$ cat src/rtl/baud_gen_frac.sv
// baud_gen_frac -- fractional baud tick generator for the UART TX/RX path.
//
// Produces an oversample tick (OVERSAMPLE x baud) and a 1x baud tick from a
// runtime-programmable divisor of DIV_INT + DIV_FRAC/2^FRAC_W clock cycles per
// oversample period. The fractional part is spread by a FRAC_W-bit phase
// accumulator whose carry stretches a period by one cycle.
//
// Ports:
//   i_clk          system clock, rising edge
//   i_reset        synchronous active-high reset, restores the default divisor
//   i_enable       run tick generation; low holds the counters idle
//   i_div_int      integer cycles per oversample period
//   i_div_frac     fractional cycles per oversample period (1/2^FRAC_W units)
//   i_div_load     strobe capturing i_div_int/i_div_frac into the shadow divisor
//   i_resync       (BAUD_GEN_RESYNC_EN builds only) restart the bit timing
//   o_load_pending shadow divisor not yet applied
//   o_cfg_err      active integer divisor below 2, clamped to 2
//   o_os_tick      one-cycle oversample tick
//   o_baud_tick    one-cycle baud tick, coincident with the last o_os_tick of a bit
//   o_phase        oversample index of the most recent o_os_tick within the bit
//
// Build option: define BAUD_GEN_RESYNC_EN to add the i_resync port and logic.

module baud_gen_frac #(
    parameter int unsigned CLK_FREQ   = 100000000,
    parameter int unsigned BAUD_RATE  = 115200,
    parameter int unsigned OVERSAMPLE = 16,
    parameter int unsigned DIV_W      = 16,
    parameter int unsigned FRAC_W     = 4
) (
    input  logic                          i_clk,
    input  logic                          i_reset,
    input  logic                          i_enable,
    input  logic [DIV_W-1:0]              i_div_int,
    input  logic [FRAC_W-1:0]             i_div_frac,
    input  logic                          i_div_load,
`ifdef BAUD_GEN_RESYNC_EN
    input  logic                          i_resync,
`endif
    output logic                          o_load_pending,
    output logic                          o_cfg_err,
    output logic                          o_os_tick,
    output logic                          o_baud_tick,
    output logic [$clog2(OVERSAMPLE)-1:0] o_phase
);

    localparam int unsigned PH_W = $clog2(OVERSAMPLE);

    localparam logic [63:0] OS_RATE  = 64'(BAUD_RATE) * 64'(OVERSAMPLE);
    localparam logic [63:0] DEF_I64  = 64'(CLK_FREQ) / OS_RATE;
    localparam logic [63:0] DEF_F64  = (64'(CLK_FREQ) << FRAC_W) / OS_RATE;
    localparam logic [DIV_W-1:0]  DEF_INT  = DEF_I64[DIV_W-1:0];
    localparam logic [FRAC_W-1:0] DEF_FRAC = DEF_F64[FRAC_W-1:0];
    localparam logic [DIV_W-1:0]  DEF_EFF  = (DEF_INT < DIV_W'(2)) ? DIV_W'(2) : DEF_INT;

    logic [DIV_W-1:0]  act_int, shd_int, cnt;
    logic [FRAC_W-1:0] act_frac, shd_frac, acc;
    logic              pend;
    logic [PH_W-1:0]   ph;

    logic [DIV_W-1:0]  nx_int, nx_eff, idle_cnt, reload_cnt;
    logic [FRAC_W-1:0] nx_frac;
    logic [FRAC_W:0]   acc_sum;
    logic              resync;
    logic              boundary;
    logic              apply;
    logic              ph_last;

`ifdef BAUD_GEN_RESYNC_EN
    assign resync = i_resync;
`else
    assign resync = 1'b0;
`endif

    // The divisor used from the next period on: a pending shadow value is
    // taken at any apply point (idle, resync, os-tick boundary). Because pend
    // is a register, a load in the same cycle as a boundary misses it.
    always_comb begin
        nx_int     = pend ? shd_int  : act_int;
        nx_frac    = pend ? shd_frac : act_frac;
        nx_eff     = (nx_int < DIV_W'(2)) ? DIV_W'(2) : nx_int;
        idle_cnt   = nx_eff - DIV_W'(1);
        acc_sum    = {1'b0, acc} + {1'b0, nx_frac};
        reload_cnt = idle_cnt + DIV_W'(acc_sum[FRAC_W]);
        boundary   = (cnt == '0);
        apply      = !i_enable || resync || boundary;
        ph_last    = (ph == PH_W'(OVERSAMPLE - 1));
    end

    always_ff @(posedge i_clk) begin
        if (i_reset) begin
            act_int        <= DEF_INT;
            act_frac       <= DEF_FRAC;
            shd_int        <= DEF_INT;
            shd_frac       <= DEF_FRAC;
            pend           <= 1'b0;
            cnt            <= DEF_EFF - DIV_W'(1);
            acc            <= '0;
            ph             <= '0;
            o_phase        <= '0;
            o_os_tick      <= 1'b0;
            o_baud_tick    <= 1'b0;
            o_cfg_err      <= 1'b0;
            o_load_pending <= 1'b0;
        end else begin
            o_os_tick   <= 1'b0;
            o_baud_tick <= 1'b0;

            if (!i_enable || resync) begin
                // Idle and resync share the same restart state; no tick.
                cnt     <= idle_cnt;
                acc     <= '0;
                ph      <= '0;
                o_phase <= '0;
            end else if (boundary) begin
                o_os_tick   <= 1'b1;
                o_baud_tick <= ph_last;
                o_phase     <= ph;
                ph          <= ph_last ? '0 : ph + PH_W'(1);
                acc         <= acc_sum[FRAC_W-1:0];
                cnt         <= reload_cnt;
            end else begin
                cnt <= cnt - DIV_W'(1);
            end

            if (apply) begin
                act_int  <= nx_int;
                act_frac <= nx_frac;
            end
            o_cfg_err <= ((apply ? nx_int : act_int) < DIV_W'(2));

            if (i_div_load) begin
                shd_int        <= i_div_int;
                shd_frac       <= i_div_frac;
                pend           <= 1'b1;
                o_load_pending <= 1'b1;
            end else if (apply) begin
                pend           <= 1'b0;
                o_load_pending <= 1'b0;
            end
        end
    end

endmodule
$ cat config.mk
export PLATFORM = sky130hd
export DESIGN_NAME = baud_gen_frac
export DESIGN_NICKNAME = d
export VERILOG_FILES = /design/src/rtl/baud_gen_frac.sv
export SDC_FILE = /design/constraint.sdc
export NUM_CORES = 1
export LEC_CHECK = 0
export CAP_MARGIN = 10
export CORE_ASPECT_RATIO = 0.75
export CORE_UTILIZATION = 53
export CTS_CLUSTER_DIAMETER = 120
export DETAILED_ROUTE_END_ITERATION = 10
export GPL_TIMING_DRIVEN = 0
export HOLD_SLACK_MARGIN = 0.02
export PLACE_DENSITY = 0.76
export SETUP_SLACK_MARGIN = 0.15
export SYNTH_ARGS = -nofsm -noshare
export SYNTH_HDL_FRONTEND = slang
export SYNTH_SLANG_ARGS = --single-unit
$ cat constraint.sdc
create_clock -name i_clk -period 3.5 [get_ports i_clk]
set_input_delay 0.7 -clock i_clk [delete_from_list [all_inputs] [get_ports i_clk]]
set_output_delay 0.7 -clock i_clk [all_outputs]
set_load 0.01 [all_outputs]
==> summary.md <==
| Metric | Value |
|---|---|
| Outcome | `finished, violations left` |
| Failing checks | `negative setup slack` |
| # Max-Cap Violations | `0` |
| Post-Syn Nets | `549` |
| Post-layout util | `roughly 69%` |
| Crit. Startpoint | `pend` |
| Buffers on Ports | `30` |
| Pwr dens | `between 300 and 400 nW/µm²` |
| CP Capture Type | `register` |
| Pre-CTS setup slack | `-689 ps` |
| Hold_buf cts | `0` |
| Synthesis-stage register bit count | `72` |
| Worst R2R Start | `pend` |
| R2R Setup Slk | `-330 ps` |
| Cells after DPL | `650` |
| Max Slew Vio Count | `0` |
| Worst Setup Start Kind | `register` |
| CTS max path bufs | `2` |
| CTS tree | `yes` |
| Clk sinks | `72` |
| First-pass GRT wire length | `19100 µm` |
| Setup repair after global routing missed its margin | `true` |
| DRT iter0 DRCs | `approximately 230` |
| Crit path kind | `reg2reg` |
| H-tree Lvls | `3` |
| WHS | `between 400 and 500 ps` |
| Crit Path Max Fanout | `7` |
| Die Wd | `~110 µm` |
| Worst slew pin tran | `about 830 ps` |
| CP peak stage delay | `480 ps` |
| Vert. Die Dim | `80.6 µm` |
| Worst Skew | `11.8 ps` |
| Fmax | `approximately 0.26 GHz` |
| Worst path slowest cell | `or4b_4` |
| CTS root buf | `clkbuf_8` |
| Insertion delay to the later sink of the worst-skew pair | `360 ps` |
| Post-route DRC | `0` |
| Crit path capture | `cnt[12]` |
| Seq/Total Area, Yosys | `33.0%` |
| # IOs | `32` |
| Layout area overhead | `25.6%` |
| Leak | `0.00198 µW` |
| Via count | `4179` |
| Fin worst setup slack | `-329 ps` |
| Ys async rst share | `0%` |
| Post-Syn Area | `about 4400 µm²` |
| CTS clk-pin slew, worst paths | `80 ps` |
| Post-route ant nets | `0` |
| IR drop worst, VDD | `0.267 mV` |
| Critical Path, Cell by Cell | `buf_12 -> nor4b_4 -> o22ai_2 -> nor4_4 -> or2_4 -> ha_4 -> or4b_4 -> o2bb2ai_4 -> xor2_4 -> nor4b_4 -> buf_4 -> nand4_1 -> buf_4 -> buf_6 -> nor2_4 -> xnor2_2 -> o2bb2ai_1` |
| DIE AREA | `8610 µm²` |
| Worst Hold Class | `reg2reg` |
| Vias in the first global route | `3840` |
| All-Layer GR Usage | `29.2%` |
| DRT Pass-1 Iters | `5` |
| Grt ovf | `0` |
| Most common cell in the netlist | `dfxtp_1` |
| CP required | `3720 ps` |
| Layout cell share with drive strength beyond 1 | `19.5%` |
| Ys Warns | `0` |
| Nets | `~610` |
| Initial antenna violation count | `0` |
| Post-synthesis cell type count | `70` |
| Largest net degree at the start of global routing | `19` |
| Cells after Synth | `515` |
| Post-DP HPWL | `~8600 µm` |
| WP data arrival | `around 4000 ps` |
| Avg WL per Cell | `17.9 µm` |
| Final cell count without fillers | `689` |
| Area leader, netlist | `dfxtp_1` |
| Final hold violation count | `0` |
| Worst slew margin | `44.4%` |
| Largest cells by area after synthesis | `dfxtp_1 (33%), mux2i_1 (7.3%), nand2_1 (5.8%)` |
| Reg2reg end | `cnt[12]` |
| EDFF count, synth | `0` |
| Finish-stage setup viols | `9` |
| Row count | `28` |
| Wirelength, routed | `12300 µm` |
| Avg Synthesized Cell Area | `8.48 µm²` |
| Core ar. | `7950 µm²` |
| # diodes | `0` |
| Most common library cells after synthesis | `dfxtp_1 (72), nand2_1 (68), nor2_1 (60)` |
| Via/cell ratio | `approximately 6.1` |
| Share of the synthesized area in the top cell type | `33.0%` |
| Final clock period utilization by the worst path | `109%` |
| Initial Util | `roughly 55%` |
| GP Congestion | `0.891` |
| Num CTS Buffers | `9` |
| Min cycle time layout | `about 3800 ps` |
| Main synth FF type | `dfxtp_1` |
| Reg2Reg Depth | `17` |
[state kept, by name, summed over array words and instances, names as in the netlist]
| name | flops |
|---|---|
| cnt | 16 |
| o_os_tick | 1 |
| acc | 4 |
| act_int | 16 |
| ph | 4 |
| pend | 1 |
| shd_frac | 4 |
| o_cfg_err | 1 |
| o_baud_tick | 1 |
| shd_int | 16 |
| act_frac | 4 |
| o_phase | 4 |
[power breakdown]
part	internal [µW]	switching [µW]	total, µW
Clock	272	317	589
Sequential	852	48.2	900
Combinational	145	168	314
Total	1270	534	1800
[critical path, delay by kind of cell (launching register included)]
kind | cells | cell delay (ps)
adders and majority gates | 1 | 120
and+or+nand+nor | 7 | 1810
xor gates and xnor gates | 2 | 230
AOI/OAI and AO/OA | 3 | 470
DFF | 1 | 400
buffers and inverters | 4 | 660
[how the worst min path moves through the flow]
stage	depth (start not counted)	slack [ps]	start	endpoint
after floorplan	2	440	acc[0]	acc[0]
after global routing	2	480	o_phase[1]	o_phase[1]
final	2	450	o_phase[2]	o_phase[2]
after global placement	2	440	o_phase[0]	o_phase[0]
after detailed placement	2	450	o_phase[2]	o_phase[2]
after CTS	2	460	o_phase[2]	o_phase[2]
[metal layers]
metal  up-vias  GRT usage, %  part of all wire [%]
met4         0          8.36                   1.5
met5         -             0                     0
li1       1963             -                     -
met3        24          7.14                   7.6
met2       160          47.5                    46
met1      2032          38.4                    44
[kinds of logic after synthesis]
group           count (synthesis)  share of synthesized area, %
flops                          72                          33.0
xor+xnor                       23                          4.96
simple gates                  229                          29.7
buf+inv                        35                          3.67
fa+ha+maj                      10                          3.04
mux                            39                          9.14
compound gates                107                          16.5
[through the flow]
| stage | total power (µW) | TNS [ps] | area (µm²) |
|---|---|---|---|
| after floorplan | 1110 | -90.2 | 4480 |
| after global placement | 1190 | -3580 | 4910 |
| after CTS | 1800 | -818 | 5350 |
| after global routing | 1880 | -3830 | 5490 |
| after detailed placement | 1190 | -4670 | 4910 |
| final | 1800 | -2130 | 5490 |
[final cells by class]
type / instances / area (µm²)
multi-input cells: 408 / 3050
fillers: 642 / 2470
flip-flops and latches: 72 / 1450
repair buffers: 55 / 512
plain buffers: 26 / 150
clock buffers: 12 / 145
well taps: 105 / 131
inverters: 8 / 30.0
clock inverters: 3 / 20.0
[placed cells by master (no fill, tap or decap), drive strengths merged, types with 8 or more instances in the layout]
| cell | n |
|---|---|
| clkdlybuf4s50 | 30 |
| xnor2 | 11 |
| nor2 | 60 |
| o21ai | 19 |
| nand2 | 68 |
| a21oi | 38 |
| xor2 | 12 |
| dfxtp | 72 |
| inv | 8 |
| nor3 | 32 |
| mux2i | 32 |
| nor4 | 14 |
| nor2b | 10 |
| clkbuf | 32 |
| buf | 31 |
| ha | 9 |
[what timing repair did]
| action | 4_1_cts | 5_1_grt |
|---|---|---|
| buffers inserted | 17 | 8 |
| resized for setup | 34 | 12 |
| endpoints found under the setup margin | 15 | 12 |
| pin swaps | 17 | 12 |
Note: power is estimated with default switching activity, not from simulation.
